### config.mk
export PLATFORM = sky130hd
export DESIGN_NAME = mux2a1_ochobits_cond_flat
export DESIGN_NICKNAME = d
export VERILOG_FILES = /design/src/rtl/mux2a1_ochobits_cond_if.sv /design/src/rtl/mux2a1_ochobits_cond.sv /design/src/flat_wrapper.sv
export SDC_FILE = /design/constraint.sdc
export NUM_CORES = 1
export LEC_CHECK = 0
export ABC_AREA = 0
export CAP_MARGIN = 20
export CORE_MARGIN = 2
export CORE_UTILIZATION = 44
export CTS_CLUSTER_SIZE = 20
export DETAILED_ROUTE_END_ITERATION = 10
export MAX_ROUTING_LAYER = met4
export PLACE_DENSITY = 0.79
export SETUP_SLACK_MARGIN = 0.4
export SKIP_LAST_GASP = 1
export SLEW_MARGIN = 10
export SYNTH_ARGS = -nofsm -noshare
export SYNTH_HDL_FRONTEND = slang
export SYNTH_SLANG_ARGS = --single-unit
### constraint.sdc
create_clock -name clk_2f -period 1.1 [get_ports clk_2f]
set_input_delay 0.33 -clock clk_2f [delete_from_list [all_inputs] [get_ports clk_2f]]
set_output_delay 0.33 -clock clk_2f [all_outputs]
set_load 0.02 [all_outputs]
### src/rtl/mux2a1_ochobits_cond_if.sv
// Lane-pair input and merged byte-stream output bundle for mux2a1_ochobits_cond.
// The master side drives the two lanes; the slave side (the combiner) drives the stream.
interface mux2a1_ochobits_cond_if #(
  parameter int unsigned WIDTH = 8
);
  logic             valid0;
  logic             valid1;
  logic [WIDTH-1:0] data_in0;
  logic [WIDTH-1:0] data_in1;
  logic             valid_out;
  logic [WIDTH-1:0] data_out;

  modport master (
    output valid0,
    output valid1,
    output data_in0,
    output data_in1,
    input  valid_out,
    input  data_out
  );

  modport slave (
    input  valid0,
    input  valid1,
    input  data_in0,
    input  data_in1,
    output valid_out,
    output data_out
  );
endinterface

### src/rtl/mux2a1_ochobits_cond.sv
// Merges two byte lanes into one stream at twice the lane rate, lane 0 first.
// Bytes with valid low leave an idle slot and do not disturb data_out.
module mux2a1_ochobits_cond #(
  parameter int unsigned WIDTH = 8
) (
  input  logic                    clk_2f,
  input  logic                    reset_L,
  mux2a1_ochobits_cond_if.slave   bus
);

  logic             phase_q, phase_d;
  logic [WIDTH-1:0] hold1_q, hold1_d;
  logic             hold_v1_q, hold_v1_d;
  logic             valid_out_q, valid_out_d;
  logic [WIDTH-1:0] data_out_q, data_out_d;

  // phase_q == 0 marks a pair edge: both lanes are sampled together, lane 1 is parked in hold1.
  always_comb begin
    phase_d     = ~phase_q;
    hold1_d     = hold1_q;
    hold_v1_d   = hold_v1_q;
    valid_out_d = valid_out_q;
    data_out_d  = data_out_q;
    if (!phase_q) begin
      hold1_d     = bus.data_in1;
      hold_v1_d   = bus.valid1;
      valid_out_d = bus.valid0;
      if (bus.valid0) data_out_d = bus.data_in0;
    end else begin
      valid_out_d = hold_v1_q;
      if (hold_v1_q) data_out_d = hold1_q;
    end
  end

  always_ff @(posedge clk_2f or negedge reset_L) begin
    if (!reset_L) begin
      phase_q     <= 1'b0;
      hold1_q     <= '0;
      hold_v1_q   <= 1'b0;
      valid_out_q <= 1'b0;
      data_out_q  <= '0;
    end else begin
      phase_q     <= phase_d;
      hold1_q     <= hold1_d;
      hold_v1_q   <= hold_v1_d;
      valid_out_q <= valid_out_d;
      data_out_q  <= data_out_d;
    end
  end

  assign bus.valid_out = valid_out_q;
  assign bus.data_out  = data_out_q;

endmodule

### src/flat_wrapper.sv
// flat-port wrapper written by rule: the top's interface ports become plain ports
module mux2a1_ochobits_cond_flat 
#(
  parameter int unsigned WIDTH = 8
)
  (clk_2f, reset_L, bus_valid0, bus_valid1, bus_data_in0, bus_data_in1, bus_valid_out, bus_data_out);
  mux2a1_ochobits_cond_if #(.WIDTH(WIDTH)) bus_i ();
  input  logic clk_2f;
  input  logic reset_L;
  input wire logic [$bits(bus_i.valid0)-1:0] bus_valid0;
  input wire logic [$bits(bus_i.valid1)-1:0] bus_valid1;
  input wire logic [$bits(bus_i.data_in0)-1:0] bus_data_in0;
  input wire logic [$bits(bus_i.data_in1)-1:0] bus_data_in1;
  output wire logic [$bits(bus_i.valid_out)-1:0] bus_valid_out;
  output wire logic [$bits(bus_i.data_out)-1:0] bus_data_out;
  assign bus_i.valid0 = bus_valid0;
  assign bus_i.valid1 = bus_valid1;
  assign bus_i.data_in0 = bus_data_in0;
  assign bus_i.data_in1 = bus_data_in1;
  assign bus_valid_out = bus_i.valid_out;
  assign bus_data_out = bus_i.data_out;
  mux2a1_ochobits_cond #(.WIDTH(WIDTH)) u_core (.clk_2f(clk_2f), .reset_L(reset_L), .bus(bus_i));
endmodule
## After elaboration in Yosys (flattened, before gate mapping)

Cells that the tools add are included.

- Add/sub/neg operators: 0
- Multiply operators: 0
- Div/mod/pow operators: 0
- $lt $le $gt $ge: 0
- Equal/unequal tests: 1
- Shift operators: 0
- Muxes and demuxes: 4
- Bitwise operators: 1
- Reduce and logical (&&, ||, !) cells: 2

Operator list:

| kind | number |
|---|---|
| $mux W8 | 3 |
| $ne A2 B2 Y1 const B | 1 |
| $reduce_and A2 Y1 | 1 |
| $reduce_bool A2 Y1 | 1 |
| $mux W1 | 1 |
| $not A1 Y1 | 1 |

- Flip-flop bits (word level): 19
- Bits in latches: 0
- Bits in writable memories: 0
- ROM bits: 0
- Output and inout port bits: 9
- Logic and storage cells: 13
- Memories kept: 0

## Depth between registers and ports, before layout

Gate-level depths: netlist of the first run.

- Word-level depth: 2
- Gate-level depth with buffers: 3
- Mapped depth without buffers: 2

## Worst setup path before layout of the first run

Ideal clock, no wire load.

- Path type: register -> register
- From: register u_core.phase_q
- To: register u_core.hold1_q[0]
- Setup time: 0.125 ns
- Arrival time: 0.800 ns
- Setup slack: 0.175 ns
- Stages on the path, launching flop included: 3
- Buffers on the path: 1
- Clock period less this slack: 0.925 ns
- Path through: dfrtp_1 -> buf_6 -> mux2_4

RTL lines:

| item | RTL line | text |
|---|---|---|
| start, declared | mux2a1_ochobits_cond.sv:11 | `logic phase_q, phase_d;` |
| start signal, assigned | mux2a1_ochobits_cond.sv:43 | `phase_q <= phase_d;` |
| end signal, assigned | mux2a1_ochobits_cond.sv:44 | `hold1_q <= hold1_d;` |
| end, declared | mux2a1_ochobits_cond.sv:12 | `logic [WIDTH-1:0] hold1_q, hold1_d;` |

No word-level cell between the ends.

## Worst setup path after layout of the first run

- From: register u_core.data_out_q[7], in the netlist u_core.bus.data_out[7]
- To: output port bus_data_out[7]

RTL lines:

| item | RTL line | text |
|---|---|---|
| start, declared | mux2a1_ochobits_cond.sv:15 | `logic [WIDTH-1:0] data_out_q, data_out_d;` |
| start signal, assigned | mux2a1_ochobits_cond.sv:47 | `data_out_q <= data_out_d;` |
| end, declared | flat_wrapper.sv:15 | `output wire logic [$bits(bus_i.data_out)-1:0] bus_data_out;` |

No word-level cell between the ends.

==> run metrics, run 1 <==
run status=finished with violations; failing checks=negative setup slack; worst-margin pin slew=0.154 ns; fillers=~130; CP Class=flop to output pin; Mapped Area=roughly 900 um2; drt first pass iters=4; total global-route track usage=about a fifth; fin crit share=109%; worst-case clock buffer depth=2; Synth Net Count=81; CTS tree=built; 1st-iter DRT viols=4; Critical Path Start Type=flop; Tmin final=1.20 ns; reg2reg start=u_core.phase_q; nets=between 100 and 150; Min Hold Slack=about 0.35 ns; Placer Congestion=approximately 0.73; n_diodes=0; share of cells above drive strength 1=roughly half; peak supply drop=between 0.0007 and 0.0008 V; Peak Freq=~830 MHz; Hold WC Path Type=input pin to asynchronous set/reset pin; hpwl dp=around 1400 um; placed insts=~130; Synth Register Bits=19; Final Hold Viols=0; PwrDens=1040 mW/mm2; largest net degree at the start of global routing=20; Worst path slowest cell=dfrtp_2; Remaining DRCs=0; die area=approximately 0.0024 mm2; Die X=49.3 um; Worst path max stage delay=0.44 ns; H-tree Lvls=1; CTS Buf Count=3; Pwr Total=approximately 0.0015 W; Critical Path AT=slightly below 0.9 ns; CP top delay family=flip-flops; Congestion Overflow GR=0; Initial Util=between 40% and 50%; clk root buf=clkbuf_4; Synth Instances=61; critical path startpoint=u_core.bus.data_out[7]; initial antenna violation count=0; io pins=29; CP endpoint kind=output pin; Warnings, synthesis=0; fin worst setup slack=-0.102 ns; CTS sink cnt=19; post-route non-filler standard cell count=138; Worst Path Required=0.77 ns; global-route wire length before repair=roughly 3500 um; drt via density=a little under 5; Buf+Inv Stages, Crit Path=1; Leak=approximately 0.77 nW; worst skew pair latency=0.30 ns; CP max FO=2; crit path cell chain=buf_6; RSZ-0062 raised after global routing=true; routed vias=between 600 and 700; Slew HR=about nine tenths; Syn Area/Cell=between 10 and 15 um2; Seq/Total Area, Yosys=between 50% and 60%; Rows=16; clock skew=0.00166 ns; Yosys cell types=8; CORE AREA=~0.0019 mm2; Port-buffer cells=28; Vert. Die Dim=~50 um; Layout area overhead=64.6%; drt wl/cell=between 15 and 20 um; final setup vio count=9; Place WS=-0.318 ns; vias in the first global route=roughly 750; DRT antenna net count=0; Final Slew Violations=0; drt total wl=2160 um; Clock Pin Slew Worst Setup and Hold Paths=roughly 0.10 ns; max cap viols=0
[cells by family after synthesis]
group | share of synthesized area [%]
compound gates | 1.11
mux | 39.9
buf+inv | 5.83
simple gates | 0.416
flops | 52.7
[through the flow]
step           utilization, %  cell area (um2)  TNS, ns
2_1_floorplan               -              912        0
3_3_place_gp             67.7             1320    -3.69
3_5_place_dp             67.7             1320    -4.13
4_1_cts                  73.8             1430   -0.882
5_1_grt                  76.5             1490    -1.08
6_report                 76.5             1490   -0.788
[routing by layer]
metal	vias to the layer above	track usage, %	wire, um
met2	26	34.2	1150
met5	-	-	0
met3	6	5.83	106
li1	315	-	-
met1	335	23.6	849
met4	0	7.62	52
[worst paths after layout]
path	to	slack (ns)	depth (start not counted)
min in group clk_2f	u_core.hold1_q[5]	0.52	1
hold reg to reg	u_core.hold1_q[5]	0.52	1
setup / recovery	bus_data_out[7]	-0.10	1
setup reg to reg	u_core.hold1_q[2]	0.04	2
max in group asynchronous	u_core.bus.data_out[1]	0.61	2
hold / removal	u_core.bus.data_out[0]	0.35	2
[synth_stat cells]
master / n / area [um2]
nand2_1: 1 / 3.75
mux2_4: 8 / 120
dfrtp_1: 19 / 475
inv_1: 3 / 11.3
buf_4: 1 / 7.51
mux2i_1: 24 / 240
buf_6: 3 / 33.8
o21ai_0: 2 / 10.0
[report_power, final]
| group | internal, W | switching [W] |
|---|---|---|
| combinational | 0.000249 | 0.000150 |
| clock | 0.000142 | 0.000219 |
| sequential | 0.000752 | 0.0000350 |
| total | 0.00114 | 0.000404 |
[final cells by class]
| class | instances | area [um2] | area share (%) |
|---|---|---|---|
| inverters | 3 | 11.3 | 0.758 |
| multi-input cells | 35 | 389 | 26.2 |
| clock buffers | 4 | 26.3 | 1.77 |
| flip-flops and latches | 19 | 487 | 32.8 |
| well taps | 27 | 33.8 | 2.27 |
| repair buffers | 50 | 538 | 36.2 |
[repair_timing]
item                       4_1_cts  5_1_grt
hold buffers                     0        0
buffers inserted                 5        2
setup endpoints to repair       28       28
cloned                           1        0
pin swaps                        0        1
gates resized for setup         61       11
[registers in the layout, indices dropped and copies added (netlist names)]
name / cells
u_core.bus.data_out: 8
u_core.bus.valid_out: 1
u_core.hold1_q: 8
u_core.hold_v1_q: 1
u_core.phase_q: 1
[layout by cell type (no fill, tap or decap)]
cell type and instances:
nand2_4 1, o21ai_0 1, inv_1 3, clkbuf_1 1
o21ai_2 1, clkdlybuf4s50_1 18, dfrtp_2 9, mux2_4 8
clkbuf_4 3, buf_16 1, dlygate4sd2_1 1, mux2i_1 23
mux2i_2 1, dfrtp_1 10, buf_12 2, buf_6 19
buf_4 9
Power figures use the tool's default switching activity.
==> run 2: changes to the inputs <==
- SETUP_SLACK_MARGIN: 0.4 -> 0.15
==> run 2 against run 1 <==
Compared with the run above: sequential share of layout area shrank 1.1 points; sequential power is essentially flat; worst hold slack gained 0.026 ns; non-clock buffer count grew 3; the flow still finishes with violations (negative setup slack); clock power shrank 4%; register-to-register slack is essentially flat; highest routed layer unchanged; critical path type unchanged.
==> run metrics, run 2 (synthesis results as in run 1) <==
initial antenna violation count=0 (unchanged); Final Slew Violations=0 (unchanged); Peak Freq=846 MHz (+1.7%); max cap viols=0 (unchanged); Worst path max stage delay=0.42 ns (-0.02 ns); reg2reg end=u_core.bus.data_out[2]; Critical Path Start Type=flop; worst skew pair latency=0.29 ns (about the same); Reg power frac=50.1% (-0.8 points); post-route non-filler standard cell count=141 (+2.2%); drt via density=4.84 (-2.1%); Congestion Overflow GR=0 (unchanged); CP max FO=2 (unchanged); Worst Path Required=0.77 ns (about the same); n_diodes=0 (unchanged); net switching power=0.000404 W (about the same); failing checks=negative setup slack; cells on worst reg2reg path=5 (+3); CTS tree=built; RSZ-0062 raised after global routing=true; CP endpoint kind=output pin; Combinational Power Share=27.8% (+2.0 points); drt wl/cell=15.7 um (+0.50%); flop2flop setup slack=0.05 ns (about the same); 1st-iter DRT viols=4 (unchanged); Slew HR=86.8% (-2.7 points); fin worst setup slack=-0.0816 ns (+0.0203 ns); Critical Path AT=0.85 ns (-0.02 ns); CP Class=flop to output pin; placed insts=126 (unchanged); CORE AREA=0.00194 mm2 (unchanged); hpwl dp=1520 um (+6.6%); nets=135 (+2.3%); Layout area overhead=67.0%; clock skew=0.00320 ns (+0.00154 ns); worst-margin pin slew=0.193 ns (+0.0389 ns); drt total wl=2220 um (+2.7%); Worst path slowest cell=dfrtp_1; peak supply drop=0.000873 V (+18%); crit path cell chain=buf_6; CP top delay family=flip-flops; Leak=0.798 nW (+3.1%); Placer Congestion=0.677 (-7.7%); Clock Power Share=22.1% (-1.2 points); Remaining DRCs=0 (unchanged); Vert. Die Dim=49.3 um (unchanged); largest net degree at the start of global routing=20 (unchanged); most frequent cells in the layout=24 x buf_6, 22 x mux2i_1, 18 x clkdlybuf4s50_1, 18 x dfrtp_1, 8 x mux2_4; CTS sink cnt=19 (unchanged); worst-case clock buffer depth=2 (unchanged); PwrDens=1040 mW/mm2 (about the same); io pins=29 (unchanged); Buf+Inv Stages, Crit Path=1 (unchanged); CTS Buf Count=3 (unchanged); Tmin final=1.18 ns (-0.0203 ns); Hold WC Path Type=input pin to asynchronous set/reset pin; Die X=49.3 um (unchanged); DRT antenna net count=0 (unchanged); clk root buf=clkbuf_4; Post-CTS Hold Fix Bufs=0 (unchanged); Rows=16 (unchanged); global-route wire length before repair=3410 um (-2.6%); Port-buffer cells=28 (unchanged); Initial Util=46.5% (unchanged); share of cells above drive strength 1=42.1% (-6.5 points); reg2reg start=u_core.bus.data_out[2]; run status=finished with violations; Pwr Total=0.00157 W (+1.5%); Clock Pin Slew Worst Setup and Hold Paths=0.11 ns (about the same); sw frac=25.7% (-0.37 points); drt first pass iters=3 (-1); vias in the first global route=736 (-1.2%); routed vias=682 (unchanged); die area=0.00243 mm2 (unchanged); total global-route track usage=19.9% (-0.72 points); final setup vio count=9 (unchanged); fin crit share=107% (-1.8 points); H-tree Lvls=1 (unchanged); commonest non-fill, non-tap cell in the layout=buf_6; Final Hold Viols=0 (unchanged); internal power=0.00117 W (+2.0%)
==> run 2: changes by cell type in the layout (fill, tap and decap cells not counted), sizes merged <==
cell / before / now
buf: 31 / 33
clkbuf: 4 / 5
==> run 2: worst max-delay path by stage <==
stage | start | endpoint | slack [ns] | cells past startpoint
final | u_core.bus.data_out[0] | bus_data_out[0] | -0.08 | 1
after floorplan | u_core.phase_q | u_core.hold1_q[0] | 0.17 | 2
after CTS | u_core.bus.data_out[6] | bus_data_out[6] | -0.09 | 1
after global placement | bus_valid0 | u_core.bus.data_out[7] | -0.27 | 4
after global routing | u_core.bus.data_out[6] | bus_data_out[6] | -0.13 | 1
after detailed placement | bus_valid0 | u_core.bus.data_out[4] | -0.34 | 4
==> run 2: repair_timing <==
action / CTS / global route
setup buffers: 5 / 5
resized for setup: 60 / 13
setup endpoints to repair: 26 / 25
gates cloned: 0 / 1
==> run 2: metrics by stage <==
stage               utilization (%)  setup WS, ns  hold slack, ns  cell area [um2]  setup TNS (ns)
floorplan                         -         0.175          0.0344              902               0
global placement               67.2        -0.272           0.491             1310           -3.74
detailed placement             67.2        -0.337           0.499             1310           -4.25
CTS                            72.0       -0.0889           0.380             1400          -0.638
global route                   77.6        -0.127           0.377             1510          -0.990
finish                         77.6       -0.0816           0.380             1510          -0.609
==> run 2: routing by layer <==
metal / global-route usage [%] / share of wire [%]
met5: - / 0
met4: 7.14 / 0.95
met3: 3.68 / 4.4
met2: 36.3 / 57
met1: 21.2 / 38
==> run 2: cell type report <==
| class | count | area, um2 |
|---|---|---|
| fill | 121 | 435 |
| inverter | 3 | 11.3 |
| tap | 27 | 33.8 |
| multi-input combinational | 35 | 382 |
| timing repair buffer | 53 | 577 |
| clock buffer | 4 | 26.3 |
| sequential | 19 | 477 |
==> run 2: power by group through the flow <==
| stage | registers [W] | logic (W) | clock network [W] |
|---|---|---|---|
| finish | 0.000786 | 0.000436 | 0.000347 |
| global route | 0.000793 | 0.000466 | 0.000382 |
| CTS | 0.000782 | 0.000381 | 0.000350 |
| detailed placement | 0.000791 | 0.000355 | 0 |
| global placement | 0.000787 | 0.000343 | 0 |
| floorplan | 0.000827 | 0.000103 | 0 |
==> run 3: changes to the inputs <==
- GPL_TIMING_DRIVEN: not set -> 0
==> run 3 against run 2 <==
Compared with the run above: the flow still finishes with violations (negative setup slack); final cell count is 4.3% lower; utilization shrank 6.0 points; via count rose by 0.15%; total power is 2.9% lower; clock skew decreased by 0.00094 ns; fmax down 0.40%; critical path type unchanged; critical endpoint is now bus_data_out[7].
==> run metrics, run 3 (synthesis results as in run 1) <==
crit path cell chain=buf_6; Hold WC Path Type=input pin to asynchronous set/reset pin; DRT antenna net count=0 (unchanged); sw frac=25.9% (+0.17 points); commonest non-fill, non-tap cell in the layout=mux2i_1; final setup vio count=9 (unchanged); peak supply drop=0.000674 V (-23%); Worst path slowest cell=dfrtp_1; failing checks=negative setup slack; io pins=29 (unchanged); post-layout util=71.6% (-6.0 points); total global-route track usage=17.7% (-2.2 points); Min Hold Slack=0.231 ns (-0.149 ns); Tmin final=1.19 ns (+0.00473 ns); Reg power frac=51.4% (+1.3 points); initial antenna violation count=0 (unchanged); Final Slew Violations=0 (unchanged); Clock Pin Slew Worst Setup and Hold Paths=0.11 ns (about the same); drt first pass iters=3 (unchanged); CP top delay family=flip-flops; max cap viols=0 (unchanged); largest net degree at the start of global routing=20 (unchanged); clk root buf=clkbuf_4; internal power=0.00113 W (-3.1%); CORE AREA=0.00194 mm2 (unchanged); share of cells above drive strength 1=38.0% (-4.1 points); most frequent cells in the layout=24 x mux2i_1, 19 x buf_6, 18 x dfrtp_1, 17 x clkdlybuf4s50_1, 9 x buf_4; fin worst setup slack=-0.0864 ns (-0.00473 ns); Worst Path Required=0.77 ns (about the same); hpwl dp=1190 um (-22%); n_diodes=0 (unchanged); PwrDens=1100 mW/mm2 (+5.2%); RSZ-0062 raised after global routing=true; worst-case clock buffer depth=2 (unchanged); Slew HR=45.2% (-42 points); Initial Util=46.5% (unchanged); Combinational Power Share=25.5% (-2.3 points); drt wl/cell=15.8 um (+0.68%); Layout area overhead=54.1%; Die X=49.3 um (unchanged); CP endpoint kind=output pin; Congestion Overflow GR=0 (unchanged); clock skew=0.00226 ns (-0.000942 ns); 1st-iter DRT viols=7 (+3); CTS tree=built; drt via density=5.06 (+4.6%); fillers=150 (+24%); CTS sink cnt=19 (unchanged); CP max FO=2 (unchanged); worst skew pair latency=0.29 ns (about the same); Worst path max stage delay=0.42 ns (about the same); Placer Congestion=0.603 (-11%); vias in the first global route=730 (-0.82%); CTS Buf Count=3 (unchanged); Critical Path AT=0.86 ns (about the same); Port-buffer cells=27 (-3.6%); nets=129 (-4.4%); drt total wl=2140 um (-3.6%); H-tree Lvls=1 (unchanged); CP Class=flop to output pin; Rows=16 (unchanged); Clock Power Share=23.1% (+1.0 points); routed vias=683 (+0.15%); die area=0.00243 mm2 (unchanged); Peak Freq=843 MHz (-0.40%); worst-margin pin slew=0.822 ns (+0.629 ns); Final Hold Viols=0 (unchanged); Critical Path Start Type=flop; Leak=0.748 nW (-6.3%); net switching power=0.000395 W (-2.3%); global-route wire length before repair=3170 um (-7.1%); Vert. Die Dim=49.3 um (unchanged); run status=finished with violations; Buf+Inv Stages, Crit Path=1 (unchanged); fin crit share=108% (+0.43 points); Remaining DRCs=0 (unchanged)
run 3: changes by cell type in the layout (fill, tap and decap cells not counted):
cell / change
buf_12: -2
mux2i_2: -2
clkdlybuf4s50_1: -1
buf_4: +2
clkbuf_4: +1
buf_6: -5
mux2i_1: +2
clkbuf_16: -1
run 3: layer usage:
| layer | routed length [um] | global-route usage [%] | vias up |
|---|---|---|---|
| met5 | 0 | - | - |
| met4 | 9 | 5.71 | 0 |
| met3 | 94 | 3.68 | 2 |
| met2 | 1190 | 31.1 | 20 |
| met1 | 849 | 19.9 | 354 |
| li1 | - | - | 307 |
run 3: worst register-to-register path: stages, from the launching register on:
cell	delay [ns]
dfrtp_1	0.42
buf_4	0.14
buf_4	0.12
mux2i_1	0.13
mux2i_1	0.09
run 3: worst paths after layout:
check / start / endpoint / slack [ns] / cells past startpoint
worst max-delay path: u_core.bus.data_out[7] / bus_data_out[7] / -0.09 / 1
worst min register to register: u_core.hold1_q[4] / u_core.hold1_q[4] / 0.53 / 1
worst max register to register: u_core.bus.data_out[7] / u_core.bus.data_out[7] / 0.08 / 4
max in group asynchronous: reset_L / u_core.phase_q / 0.31 / 1
worst min-delay path: reset_L / u_core.bus.data_out[4] / 0.23 / 1
min in group clk_2f: bus_valid0 / u_core.bus.valid_out / 0.35 / 3
run 3: what timing repair did:
| action | in CTS | in global routing |
|---|---|---|
| hold buffers | 0 | 0 |
| buffers inserted | 10 | 3 |
| cloned | 1 | 2 |
| gates resized for setup | 57 | 9 |
| endpoints found under the setup margin | 36 | 27 |
run 3: final cells by class:
type | count | area [um2] | area share [%]
Tap cell | 27 | 33.8 | 2.43
Inverter | 3 | 11.3 | 0.810
Clock buffer | 4 | 26.3 | 1.89
Multi-Input combinational cell | 35 | 374 | 26.9
Timing Repair Buffer | 43 | 423 | 30.4
Sequential cell | 19 | 477 | 34.3
Buffer | 4 | 45.0 | 3.24
run 3: per-stage QoR:
stage	cells	worst slack, ns	total power, W	TNS [ns]	instance area (um2)
4_1_cts	130	-0.0756	0.00149	-0.620	1330
3_3_place_gp	115	-0.295	0.00108	-7.27	1210
6_report	135	-0.0864	0.00152	-0.662	1390
3_5_place_dp	115	-0.309	0.00109	-7.73	1210
5_1_grt	135	-0.111	0.00158	-0.907	1390
2_1_floorplan	61	0.175	0.000929	0	902
run 3: power by group through the flow:
stage / clock [W] / sequential (W) / combinational (W)
2_1_floorplan: 0 / 0.000827 / 0.000103
3_3_place_gp: 0 / 0.000789 / 0.000294
3_5_place_dp: 0 / 0.000793 / 0.000300
4_1_cts: 0.000352 / 0.000779 / 0.000355
5_1_grt: 0.000378 / 0.000789 / 0.000414
6_report: 0.000353 / 0.000783 / 0.000389
